File: src/rtl/sram_sp_be_reg_based_with_flag_bank_ring_pkg.sv
// Shared definitions for the flagged byte-enable bank ring.
//   FUNC_LOG2(x)  : address/index width for x items (minimum 1 bit)
//   KnobRegout*   : encodings for the KNOB_REGOUT read-latency parameter
//   ring_inc()    : ring pointer increment with explicit wrap at num-1
// Optional feature macro used by the ring: SRAM_RING_OCC_CNT_EN.

`ifndef FUNC_LOG2
`define FUNC_LOG2(x) (((x) <= 1) ? 1 : $clog2(x))
`endif

package sram_sp_be_reg_based_with_flag_bank_ring_pkg;

  // Unset sentinel; every instantiation must choose 1-cycle or 2-cycle read.
  localparam int KnobRegoutUnset = -1;
  localparam int KnobRegout1Cyc  = 0;
  localparam int KnobRegout2Cyc  = 1;

  // Explicit compare so non-power-of-two bank counts wrap correctly.
  function automatic int unsigned ring_inc(input int unsigned ptr, input int unsigned num);
    return (ptr == num - 32'd1) ? 32'd0 : ptr + 32'd1;
  endfunction

endpackage

File: src/rtl/sram_sp_be_reg_based_flag_bank.sv
// One bank of the ring: register array with per-column byte enables and a
// per-column "written" flag for every entry.
// Ports:
//   clk, rstn      clock, asynchronous active-low reset (flags only)
//   wr_val_i       per-column write enable (already gated to this bank)
//   wr_adr_i/dat_i write address / data
//   clr_i          clear every flag of this bank at the next edge
//   rd_adr_i       read address (combinational read)
//   rd_dat_o       read data, columns with a clear flag forced to 0
//   rd_flg_o       flags of the addressed entry
//   occ_cnt_o      entries with any flag set (only with SRAM_RING_OCC_CNT_EN)

module sram_sp_be_reg_based_flag_bank
  import sram_sp_be_reg_based_with_flag_bank_ring_pkg::*;
#(
  parameter int unsigned SIZE     = 64,
  parameter int unsigned SIZE_COL = 8,
  parameter int unsigned DATA_WD  = 32,
  parameter int unsigned SIZE_WD  = 6,
  parameter int unsigned COL_NUM  = 4
) (
  input  logic               clk,
  input  logic               rstn,
  input  logic [COL_NUM-1:0] wr_val_i,
  input  logic [SIZE_WD-1:0] wr_adr_i,
  input  logic [DATA_WD-1:0] wr_dat_i,
  input  logic               clr_i,
  input  logic [SIZE_WD-1:0] rd_adr_i,
  output logic [DATA_WD-1:0] rd_dat_o,
  output logic [COL_NUM-1:0] rd_flg_o
`ifdef SRAM_RING_OCC_CNT_EN
  ,
  output logic [SIZE_WD:0]   occ_cnt_o
`endif
);

  logic [DATA_WD-1:0] mem_q [SIZE];
  logic [COL_NUM-1:0] flg_q [SIZE];
  logic [COL_NUM-1:0] flg_rd;

  // Array contents are intentionally not reset; flags decide visibility.
  always_ff @(posedge clk) begin
    for (int unsigned c = 0; c < COL_NUM; c++) begin
      if (wr_val_i[c]) begin
        mem_q[wr_adr_i][c*SIZE_COL +: SIZE_COL] <= wr_dat_i[c*SIZE_COL +: SIZE_COL];
      end
    end
  end

  always_ff @(posedge clk or negedge rstn) begin
    if (!rstn) begin
      for (int unsigned i = 0; i < SIZE; i++) flg_q[i] <= '0;
    end else if (clr_i) begin
      for (int unsigned i = 0; i < SIZE; i++) flg_q[i] <= '0;
    end else if (|wr_val_i) begin
      flg_q[wr_adr_i] <= flg_q[wr_adr_i] | wr_val_i;
    end
  end

  always_comb begin
    flg_rd   = flg_q[rd_adr_i];
    rd_dat_o = '0;
    for (int unsigned c = 0; c < COL_NUM; c++) begin
      if (flg_rd[c]) rd_dat_o[c*SIZE_COL +: SIZE_COL] = mem_q[rd_adr_i][c*SIZE_COL +: SIZE_COL];
    end
  end

  assign rd_flg_o = flg_rd;

`ifdef SRAM_RING_OCC_CNT_EN
  logic [SIZE_WD:0] occ_q;

  always_ff @(posedge clk or negedge rstn) begin
    if (!rstn) begin
      occ_q <= '0;
    end else if (clr_i) begin
      occ_q <= '0;
    end else if ((|wr_val_i) && (flg_q[wr_adr_i] == '0)) begin
      // First write to a still-empty entry.
      occ_q <= occ_q + (SIZE_WD+1)'(1);
    end
  end

  assign occ_cnt_o = occ_q;
`endif

endmodule

File: src/rtl/sram_sp_be_reg_based_with_flag_bank_ring.sv
// Byte-enable register SRAM split into NUMB_BNK flagged banks, run as a
// producer/consumer ring. The writer fills and commits the bank at the write
// pointer; the reader drains and releases the bank at the read pointer, and
// release wipes that bank's flags so it comes back empty.
// Ports:
//   clk, rstn                  clock, asynchronous active-low reset
//   wr_val_i/adr_i/dat_i       per-column write into the write bank
//   wr_done_i                  commit the write bank
//   wr_rdy_o, wr_idx_bnk_o     free bank available / current write bank
//   rd_val_i/adr_i             read request from the read bank
//   rd_done_i                  release the read bank
//   rd_rdy_o, rd_idx_bnk_o     committed bank available / current read bank
//   rd_val_o/dat_o/flg_o       read return (1 or 2 cycles, see KNOB_REGOUT)
//   cnt_ful_o                  number of committed banks
//   occ_cnt_o                  read bank occupancy (only with SRAM_RING_OCC_CNT_EN)

module sram_sp_be_reg_based_with_flag_bank_ring
  import sram_sp_be_reg_based_with_flag_bank_ring_pkg::*;
#(
  parameter  int          KNOB_REGOUT = KnobRegoutUnset,
  parameter  int unsigned NUMB_BNK    = 2,
  parameter  int unsigned SIZE        = 64,
  parameter  int unsigned SIZE_COL    = 8,
  parameter  int unsigned DATA_WD     = 32,
  localparam int unsigned SIZE_WD     = `FUNC_LOG2(SIZE),
  localparam int unsigned BNK_WD      = `FUNC_LOG2(NUMB_BNK),
  localparam int unsigned COL_NUM     = DATA_WD / SIZE_COL
) (
  input  logic               clk,
  input  logic               rstn,
  input  logic [COL_NUM-1:0] wr_val_i,
  input  logic [SIZE_WD-1:0] wr_adr_i,
  input  logic [DATA_WD-1:0] wr_dat_i,
  input  logic               wr_done_i,
  output logic               wr_rdy_o,
  output logic [BNK_WD-1:0]  wr_idx_bnk_o,
  input  logic               rd_val_i,
  input  logic [SIZE_WD-1:0] rd_adr_i,
  input  logic               rd_done_i,
  output logic               rd_rdy_o,
  output logic [BNK_WD-1:0]  rd_idx_bnk_o,
  output logic               rd_val_o,
  output logic [DATA_WD-1:0] rd_dat_o,
  output logic [COL_NUM-1:0] rd_flg_o,
  output logic [BNK_WD:0]    cnt_ful_o
`ifdef SRAM_RING_OCC_CNT_EN
  ,
  output logic [SIZE_WD:0]   occ_cnt_o
`endif
);

  logic [BNK_WD-1:0] wr_ptr_q, wr_ptr_d;
  logic [BNK_WD-1:0] rd_ptr_q, rd_ptr_d;
  logic [BNK_WD:0]   cnt_q, cnt_d;

  logic wr_rdy, rd_rdy, wr_commit, rd_release, rd_fire;

  assign wr_rdy     = cnt_q < (BNK_WD+1)'(NUMB_BNK);
  assign rd_rdy     = cnt_q != '0;
  assign wr_commit  = wr_done_i && wr_rdy;
  assign rd_release = rd_done_i && rd_rdy;
  assign rd_fire    = rd_val_i && rd_rdy;

  always_comb begin
    wr_ptr_d = wr_ptr_q;
    rd_ptr_d = rd_ptr_q;
    cnt_d    = cnt_q;
    if (wr_commit)  wr_ptr_d = BNK_WD'(ring_inc(32'(wr_ptr_q), NUMB_BNK));
    if (rd_release) rd_ptr_d = BNK_WD'(ring_inc(32'(rd_ptr_q), NUMB_BNK));
    case ({wr_commit, rd_release})
      2'b10:   cnt_d = cnt_q + (BNK_WD+1)'(1);
      2'b01:   cnt_d = cnt_q - (BNK_WD+1)'(1);
      default: cnt_d = cnt_q;
    endcase
  end

  always_ff @(posedge clk or negedge rstn) begin
    if (!rstn) begin
      wr_ptr_q <= '0;
      rd_ptr_q <= '0;
      cnt_q    <= '0;
    end else begin
      wr_ptr_q <= wr_ptr_d;
      rd_ptr_q <= rd_ptr_d;
      cnt_q    <= cnt_d;
    end
  end

  assign wr_rdy_o     = wr_rdy;
  assign rd_rdy_o     = rd_rdy;
  assign wr_idx_bnk_o = wr_ptr_q;
  assign rd_idx_bnk_o = rd_ptr_q;
  assign cnt_ful_o    = cnt_q;

  logic [COL_NUM-1:0] bnk_wr_val [NUMB_BNK];
  logic               bnk_clr    [NUMB_BNK];
  logic [DATA_WD-1:0] bnk_dat    [NUMB_BNK];
  logic [COL_NUM-1:0] bnk_flg    [NUMB_BNK];
`ifdef SRAM_RING_OCC_CNT_EN
  logic [SIZE_WD:0]   bnk_occ    [NUMB_BNK];
`endif

  for (genvar b = 0; b < NUMB_BNK; b++) begin : g_bnk
    // The write bank is never committed and the read bank always is, so a
    // bank never sees a write and a clear in the same cycle.
    assign bnk_wr_val[b] = (wr_rdy && (wr_ptr_q == BNK_WD'(b))) ? wr_val_i : '0;
    assign bnk_clr[b]    = rd_release && (rd_ptr_q == BNK_WD'(b));

    sram_sp_be_reg_based_flag_bank #(
      .SIZE     (SIZE),
      .SIZE_COL (SIZE_COL),
      .DATA_WD  (DATA_WD),
      .SIZE_WD  (SIZE_WD),
      .COL_NUM  (COL_NUM)
    ) u_bank (
      .clk      (clk),
      .rstn     (rstn),
      .wr_val_i (bnk_wr_val[b]),
      .wr_adr_i (wr_adr_i),
      .wr_dat_i (wr_dat_i),
      .clr_i    (bnk_clr[b]),
      .rd_adr_i (rd_adr_i),
      .rd_dat_o (bnk_dat[b]),
      .rd_flg_o (bnk_flg[b])
`ifdef SRAM_RING_OCC_CNT_EN
      ,
      .occ_cnt_o(bnk_occ[b])
`endif
    );
  end

`ifdef SRAM_RING_OCC_CNT_EN
  assign occ_cnt_o = bnk_occ[rd_ptr_q];
`endif

  // First read stage captures at the request edge, i.e. before a same-cycle
  // release clears the flags.
  logic               rd_val_s1_q;
  logic [DATA_WD-1:0] rd_dat_s1_q;
  logic [COL_NUM-1:0] rd_flg_s1_q;

  always_ff @(posedge clk or negedge rstn) begin
    if (!rstn) begin
      rd_val_s1_q <= 1'b0;
      rd_dat_s1_q <= '0;
      rd_flg_s1_q <= '0;
    end else begin
      rd_val_s1_q <= rd_fire;
      if (rd_fire) begin
        rd_dat_s1_q <= bnk_dat[rd_ptr_q];
        rd_flg_s1_q <= bnk_flg[rd_ptr_q];
      end
    end
  end

  if (KNOB_REGOUT == KnobRegout1Cyc) begin : g_rd_1cyc
    assign rd_val_o = rd_val_s1_q;
    assign rd_dat_o = rd_dat_s1_q;
    assign rd_flg_o = rd_flg_s1_q;
  end else begin : g_rd_2cyc
    logic               rd_val_s2_q;
    logic [DATA_WD-1:0] rd_dat_s2_q;
    logic [COL_NUM-1:0] rd_flg_s2_q;

    always_ff @(posedge clk or negedge rstn) begin
      if (!rstn) begin
        rd_val_s2_q <= 1'b0;
        rd_dat_s2_q <= '0;
        rd_flg_s2_q <= '0;
      end else begin
        rd_val_s2_q <= rd_val_s1_q;
        if (rd_val_s1_q) begin
          rd_dat_s2_q <= rd_dat_s1_q;
          rd_flg_s2_q <= rd_flg_s1_q;
        end
      end
    end

    assign rd_val_o = rd_val_s2_q;
    assign rd_dat_o = rd_dat_s2_q;
    assign rd_flg_o = rd_flg_s2_q;
  end

endmodule

File: config.mk
export PLATFORM = sky130hd
export DESIGN_NAME = sram_sp_be_reg_based_with_flag_bank_ring
export DESIGN_NICKNAME = d
export VERILOG_FILES = /design/src/rtl/sram_sp_be_reg_based_with_flag_bank_ring_pkg.sv /design/src/rtl/sram_sp_be_reg_based_flag_bank.sv /design/src/rtl/sram_sp_be_reg_based_with_flag_bank_ring.sv
export SDC_FILE = /design/constraint.sdc
export NUM_CORES = 2
export LEC_CHECK = 0
export ABC_CLOCK_PERIOD_IN_PS = 2770
export CAP_MARGIN = 20
export CORE_ASPECT_RATIO = 1.2
export CORE_MARGIN = 2
export CORE_UTILIZATION = 55
export CTS_BUF_LIST = sky130_fd_sc_hd__clkbuf_8
export DETAILED_ROUTE_END_ITERATION = 7
export PLACE_DENSITY = 0.71
export SETUP_SLACK_MARGIN = 0.3
export SLEW_MARGIN = 40
export SYNTH_ARGS = -nofsm -noshare
export SYNTH_HDL_FRONTEND = slang
export SYNTH_SLANG_ARGS = --single-unit
export TNS_END_PERCENT = 20
File: constraint.sdc
create_clock -name clk -period 2.77 [get_ports clk]
set_input_delay 0.831 -clock clk [delete_from_list [all_inputs] [get_ports clk]]
set_output_delay 0.831 -clock clk [all_outputs]
set_load 0.1 [all_outputs]
; ---- After elaboration in Yosys (flattened, before gate mapping)
; Memories as Yosys holds them, arrays and structs flattened.
; Cells that the tools add are included.
[word_totals]
out_inout_bits = 43
register_bits = 590
mem_count = 2
elab_cells = 226
ramBits = 4096
[op_classes]
n_lt_le_gt_ge = 5
n_bitwise = 7
muxes = 55
n_eq_ne = 2
n_reduce_logical = 14
n_addsub = 4
[mem_list]
columns = name, depth, width, rd, rd_ports_with_merged_regs, write_ports, line_no
row1 = g_bnk[0].u_bank.mem_q, 64, 32, 1, 0, 1, sram_sp_be_reg_based_flag_bank.sv:37  ; logic [DATA_WD-1:0] mem_q [SIZE];
row2 = g_bnk[1].u_bank.mem_q, 64, 32, 1, 0, 1, sram_sp_be_reg_based_flag_bank.sv:37
[ops]
columns = cell, count
row1 = $mux 256, 4
row2 = $bwmux 256, 2
row3 = $bmux 4 s6, 4
row4 = $mux 32, 3
row5 = $mux 8, 8
row6 = $mux 4, 14
row7 = $demux 4 s6, 1
row8 = $mux 1, 18
row9 = $ge 7x7->1 const B, 2
row10 = $not 6->7, 2
row11 = $logic_and 1x1->1, 8
row12 = $or 4x4->4, 2
row13 = $reduce_bool 2->1, 4
row14 = $reduce_or 4->1, 2
row15 = $lt 7x1->1 const B, 1
row16 = $pmux 2 s2, 1
row17 = $add 1x1->1 const B, 2
row18 = $add 2x1->2 const B, 1
row19 = $eq 2x1->1 const B, 1
row20 = $eq 2x2->1 const B, 1
row21 = $ge 2x2->1 const B, 1
row22 = $lt 2x2->1 const B, 1
row23 = $not 1->1, 2
row24 = $not 1->2, 1
row25 = $sub 2x1->2 const B, 1

; ---- Longest topological paths before layout
[logic_depth]
depth_word = 8
ltp_mapped = 14
depth_no_buf = 7

; ---- By module
; From an unflattened synthesis, not the netlist that was laid out.
[hier_totals]
cells_unflattened = 10336
area_unflattened_um2 = 191763.9
[by_module_without_submodules]
columns = mod, cells_each, seq_area_each_um2, n_inst, area_each_um2
row1 = sram_sp_be_reg_based_flag_bank, 5036, 67905.1, 2, 94220.4
row2 = sram_sp_be_reg_based_with_flag_bank_ring, 264, 1951.9, 1, 3323.2

; ---- Worst setup path before layout
; No wires, ideal clock.
[synth_timing]
kind = register to register
start = reg cnt_q[1] (netlist: cnt_ful_o[1])
end = mem g_bnk[1].u_bank.mem_q[2][0], enable pin
path_buffers = 3
setup_ps = 371
arrival_time_ps = 3083
required_time_ps = 2399
path_stages_with_launch = 7
slack_ps = -684
path_cell_list = dfrtp_1 -> inv_1 -> clkbuf_1 -> nand3_1 -> clkbuf_1 -> clkbuf_1 -> nor2_1
[synth_between]
elab_chain_cells = 5
[synth_rtl]
columns = item, line_no
row1 = "start, declared", sram_sp_be_reg_based_with_flag_bank_ring.sv:54  ; logic [BNK_WD:0] cnt_q, cnt_d;
row2 = "start signal, assigned", sram_sp_be_reg_based_with_flag_bank_ring.sv:85  ; cnt_q <= cnt_d;
row3 = $lt 2x2->1, sram_sp_be_reg_based_with_flag_bank_ring.sv:58  ; assign wr_rdy = cnt_q < (BNK_WD+1)'(NUMB_BNK);
row4 = net wr_rdy_o, sram_sp_be_reg_based_with_flag_bank_ring.sv:35  ; output logic wr_rdy_o,
row5 = $logic_and 1x1->1, sram_sp_be_reg_based_with_flag_bank_ring.sv:106  ; assign bnk_wr_val[b] = (wr_rdy && (wr_ptr_q == BNK_WD'(b))) ? wr_val_i : '0;
row6 = $mux 4, sram_sp_be_reg_based_with_flag_bank_ring.sv:106
row7 = $mux 1, sram_sp_be_reg_based_flag_bank.sv:44  ; if (wr_val_i[c]) begin
row8 = $mux 1 (implied by the code), sram_sp_be_reg_based_flag_bank.sv:45  ; mem_q[wr_adr_i][c*SIZE_COL +: SIZE_COL] <= wr_dat_i[c*SIZE_COL +: SIZE_COL];
row9 = "end, declared", sram_sp_be_reg_based_flag_bank.sv:37
; The timed path passes the listed nets, and every way through them passes these cells.

; ---- Worst setup path after layout
[layout_timing]
start = reg cnt_q[0] (netlist: cnt_ful_o[0])
end = out rd_rdy_o
[layout_between]
elab_chain_cells = 1
[layout_rtl]
columns = item, line_no
row1 = $reduce_bool 2->1, sram_sp_be_reg_based_with_flag_bank_ring.sv:59  ; assign rd_rdy = cnt_q != '0;
row2 = "end, declared", sram_sp_be_reg_based_with_flag_bank_ring.sv:40  ; output logic rd_rdy_o,
; Every way passes these cells.

==> impl_metrics.json <==
{
  "grt_setup_unrepaired": "yes",
  "seq_power_share_pct": 51.4,
  "antenna_left": 0,
  "antenna_found_initial": 42,
  "final_common_cell": "edfxtp_1",
  "switching_power_w": 0.04334,
  "yosysUniqueCellTypes": 82,
  "die_width_um": 539.0,
  "synth_nets": 10180,
  "cts_tree": "built",
  "critPathRequiredTime_ns": 1.94,
  "routabilityCongestion": 0.9574,
  "worstReg2RegStart": "g_bnk[1].u_bank.mem_q[3][17]$_DFFE_PP_",
  "rows": 235,
  "crit_type": "register to primary output",
  "finalWirelength_um": 622600,
  "netlist_area_mm2": 0.1889,
  "viasPerCell": 6.660,
  "max_freq_mhz": 320.8,
  "grt.overflow.total": 0,
  "cp_common_cell": "buf_12",
  "ir_drop_mv": 1.135,
  "synth.largest_area_cell": "edfxtp_1",
  "finalPower_w": 0.1567,
  "instances_no_fill": 17410,
  "slowest_stage": "dfrtp_2",
  "syn_to_final_growth_pct": 20.90,
  "hold_viol": 0,
  "synth_area_leaders": "edfxtp_1 65%, mux4_2 13%, dfrtp_1 7.8%",
  "start_kind": "register",
  "finalCriticalPeriod_ns": 3.118,
  "ys_ff_latch": 4686,
  "path_cells": "or2_4, buf_12, buf_12",
  "dr.pass1.iters": 8,
  "yosysTopAreaCellShare_pct": 65.11,
  "htreeDepth": 6,
  "vias": 115900,
  "finalCritPeriodShare_pct": 112.5,
  "setup_viol_count_final": 7,
  "swShare_pct": 27.65,
  "critPathBufInv": 2,
  "dpl.cell_count": 16070,
  "worst_pin_slew_ns": 0.8851,
  "clock_latency_ns": 1.31,
  "grt_max_degree": 129,
  "grt_pass1_wl_um": 869800,
  "numPortBuffers": 95,
  "synth_cells": 10120,
  "fin_nets": 12370,
  "io_pins": 96,
  "crit_family": "flip-flops",
  "cts_buffers": 697,
  "status": "finished with violations",
  "relSlewSlack_pct": 40.64,
  "synthFlopType": "edfxtp_1",
  "place_area_mm2": 0.2134,
  "drt_iter0_drc": 17670,
  "cpPeakStageDelay_ns": 0.42,
  "cap_violations": 0,
  "cellPowerDensity_mw_per_mm2": 686.3,
  "p_int_w": 0.1134,
  "pwr-share-comb_pct": 14.6,
  "fin_area_mm2": 0.2284,
  "tns_ns": -1.089,
  "finClkSkew_ns": 0.1066,
  "final.setup.worst_slack_ns": -0.3475,
  "grt_pass1_vias": 115200,
  "violations": "setup timing",
  "track_usage_pct": 35.60,
  "p_leak_nw": 78.98,
  "drc": 0,
  "cts.root.buffer_cell": "clkbuf_8",
  "place_hpwl_um": 429700,
  "cts_max_path_buffers": 4,
  "final_cell_mix": "4096 x edfxtp_1, 1637 x buf_4, 1072 x mux4_2, 1066 x nor2_1, 749 x clkbuf_8",
  "fin_util_pct": 66.85,
  "min_path_type": "input pin to asynchronous set/reset pin",
  "critPathMaxFanout": 2,
  "slew_viol_final": 0,
  "synth_area_per_cell_um2": 18.66,
  "yosysWarnings": 0,
  "async_reset_ff_share_pct": 12.59,
  "dieArea_mm2": 0.3482,
  "final_layout_size_suffix_gt1_share_pct": 35.18,
  "crit_path_end_kind": "primary output",
  "ys_seq_area_share_pct": 72.93,
  "crit_path_start": "cnt_ful_o[0]$_DFFE_PN0P_",
  "clkTransAtPathRegs_ns": 0.07,
  "die_h_um": 646.0,
  "wl_per_cell_um": 35.76,
  "n_fill_cell": 21990,
  "clkPwrFrac_pct": 34.1,
  "cts_sinks": 4686,
  "cp.arrival_ns": 2.29,
  "core_mm2": 0.3417,
  "synth-edff-count": 4096,
  "initial_core_util_pct": 55.29
}
-- registers in the layout (all words and copies together), names as in the netlist --
signal,count
rd_dat_s1_q,32
g_bnk.u_bank.flg_q,512
rd_idx_bnk_o,1
g_bnk.u_bank.mem_q,4096
cnt_ful_o,2
rd_flg_s1_q,4
rd_val_s1_q,1
wr_idx_bnk_o,1
rd_val_o,1
rd_dat_o,32
rd_flg_o,4
-- power by group through the flow --
stage               Combinational [W]  Sequential [W]  Clock [W]
CTS                            0.0219          0.0804     0.0537
detailed placement             0.0207          0.0817          0
floorplan                     0.00938          0.0829          0
global placement               0.0203          0.0817          0
global route                   0.0235          0.0806     0.0566
finish                         0.0228          0.0805     0.0534
-- worst paths after layout --
check | endpoint | slack (ns) | cells after the start
worst min register to register | rd_dat_s1_q[17]$_DFFE_PN0P_ | 0.55 | 1
worst max-delay path | rd_rdy_o | -0.35 | 3
max in group asynchronous | rd_dat_o[7]$_DFFE_PN0P_ | 1.71 | 3
worst max register to register | rd_dat_s1_q[17]$_DFFE_PN0P_ | 0.19 | 8
min in group clk | g_bnk[1].u_bank.mem_q[21][4]$_DFFE_PP_ | 0.07 | 1
worst min-delay path | g_bnk[0].u_bank.flg_q[47]$_DFFE_PN0P_ | 0.06 | 2
-- through the flow --
step | setup slack (ns) | hold WS, ns
final | -0.3475 | 0.06129
after global routing | -0.3729 | 0.04553
after CTS | -0.3777 | 0.006158
after detailed placement | -1.426 | 0.4973
after global placement | -1.364 | 0.4910
after floorplan | -0.2689 | 0.3519
-- cell usage after synthesis, types with 12 or more instances --
cell	instances
mux2i_1	384
a22o_1	17
nor2_1	1195
nand3_1	45
o211ai_1	12
edfxtp_1	4096
o221ai_1	63
a22oi_1	368
buf_6	79
o22ai_1	113
nor4_1	21
clkbuf_1	279
a221oi_1	25
dfrtp_1	590
nor2b_1	65
mux4_2	1069
a21oi_1	150
nor3_1	53
nand4_1	23
nand2b_1	17
buf_2	197
buf_4	84
and2_1	12
nand2_1	179
a211oi_1	570
buf_1	23
a41oi_1	44
mux2_2	59
o21ai_0	66
a31oi_1	23
-- routing by layer --
metal / wire [µm] / up-vias / track usage [%]
li1: - / 46140 / -
met1: 210800 / 59760 / 45.32
met2: 289100 / 8222 / 54.72
met3: 77320 / 1790 / 9.807
met4: 45200 / 32 / 22.13
met5: 230 / - / 0
-- final cells by class --
| type | instances | area (µm²) | area share (%) |
|---|---|---|---|
| Clock buffer | 749 | 10310 | 4.514 |
| Tap cell | 4503 | 5634 | 2.467 |
| Timing Repair Buffer | 2176 | 22680 | 9.929 |
| Inverter | 15 | 73.82 | 0.03232 |
| Multi-Input combinational cell | 4738 | 49130 | 21.51 |
| Antenna cell | 37 | 92.59 | 0.04054 |
| Clock inverter | 505 | 2701 | 1.183 |
| Sequential cell | 4686 | 137800 | 60.32 |
-- repair_timing --
action	CTS	global route
hold endpoints to repair	713	0
gates resized for setup	193	115
setup buffers	25	11
setup endpoints to repair	958	242
gates cloned	1	1
hold buffers	14	0
pin swaps	9	32
-- kinds of logic (layout without fill, tap and decap cells) --
kind of cell             Yosys count  count (layout)  synth area share, %
multiplexers                    1521            1521                15.26
AO/OA/AOI/OAI                   1563            1563                6.036
buffers and inverters            697            3445                2.139
adder cells (fa/ha/maj)            1               1             0.006622
other                              0              37                    0
AND/OR/NAND/NOR                 1649            1649                3.616
XOR/XNOR                           4               4              0.01854
flip-flops                      4686            4686                72.93
-- worst reg2reg max path, delay by kind of cell, from the launching register on --
family,cells,cell delay (ns)
mux,2,1.05
flops,1,0.36
compound gates,4,0.76
buf+inv,1,0.19
simple gates,1,0.12
Power figures use the tool's default switching activity.
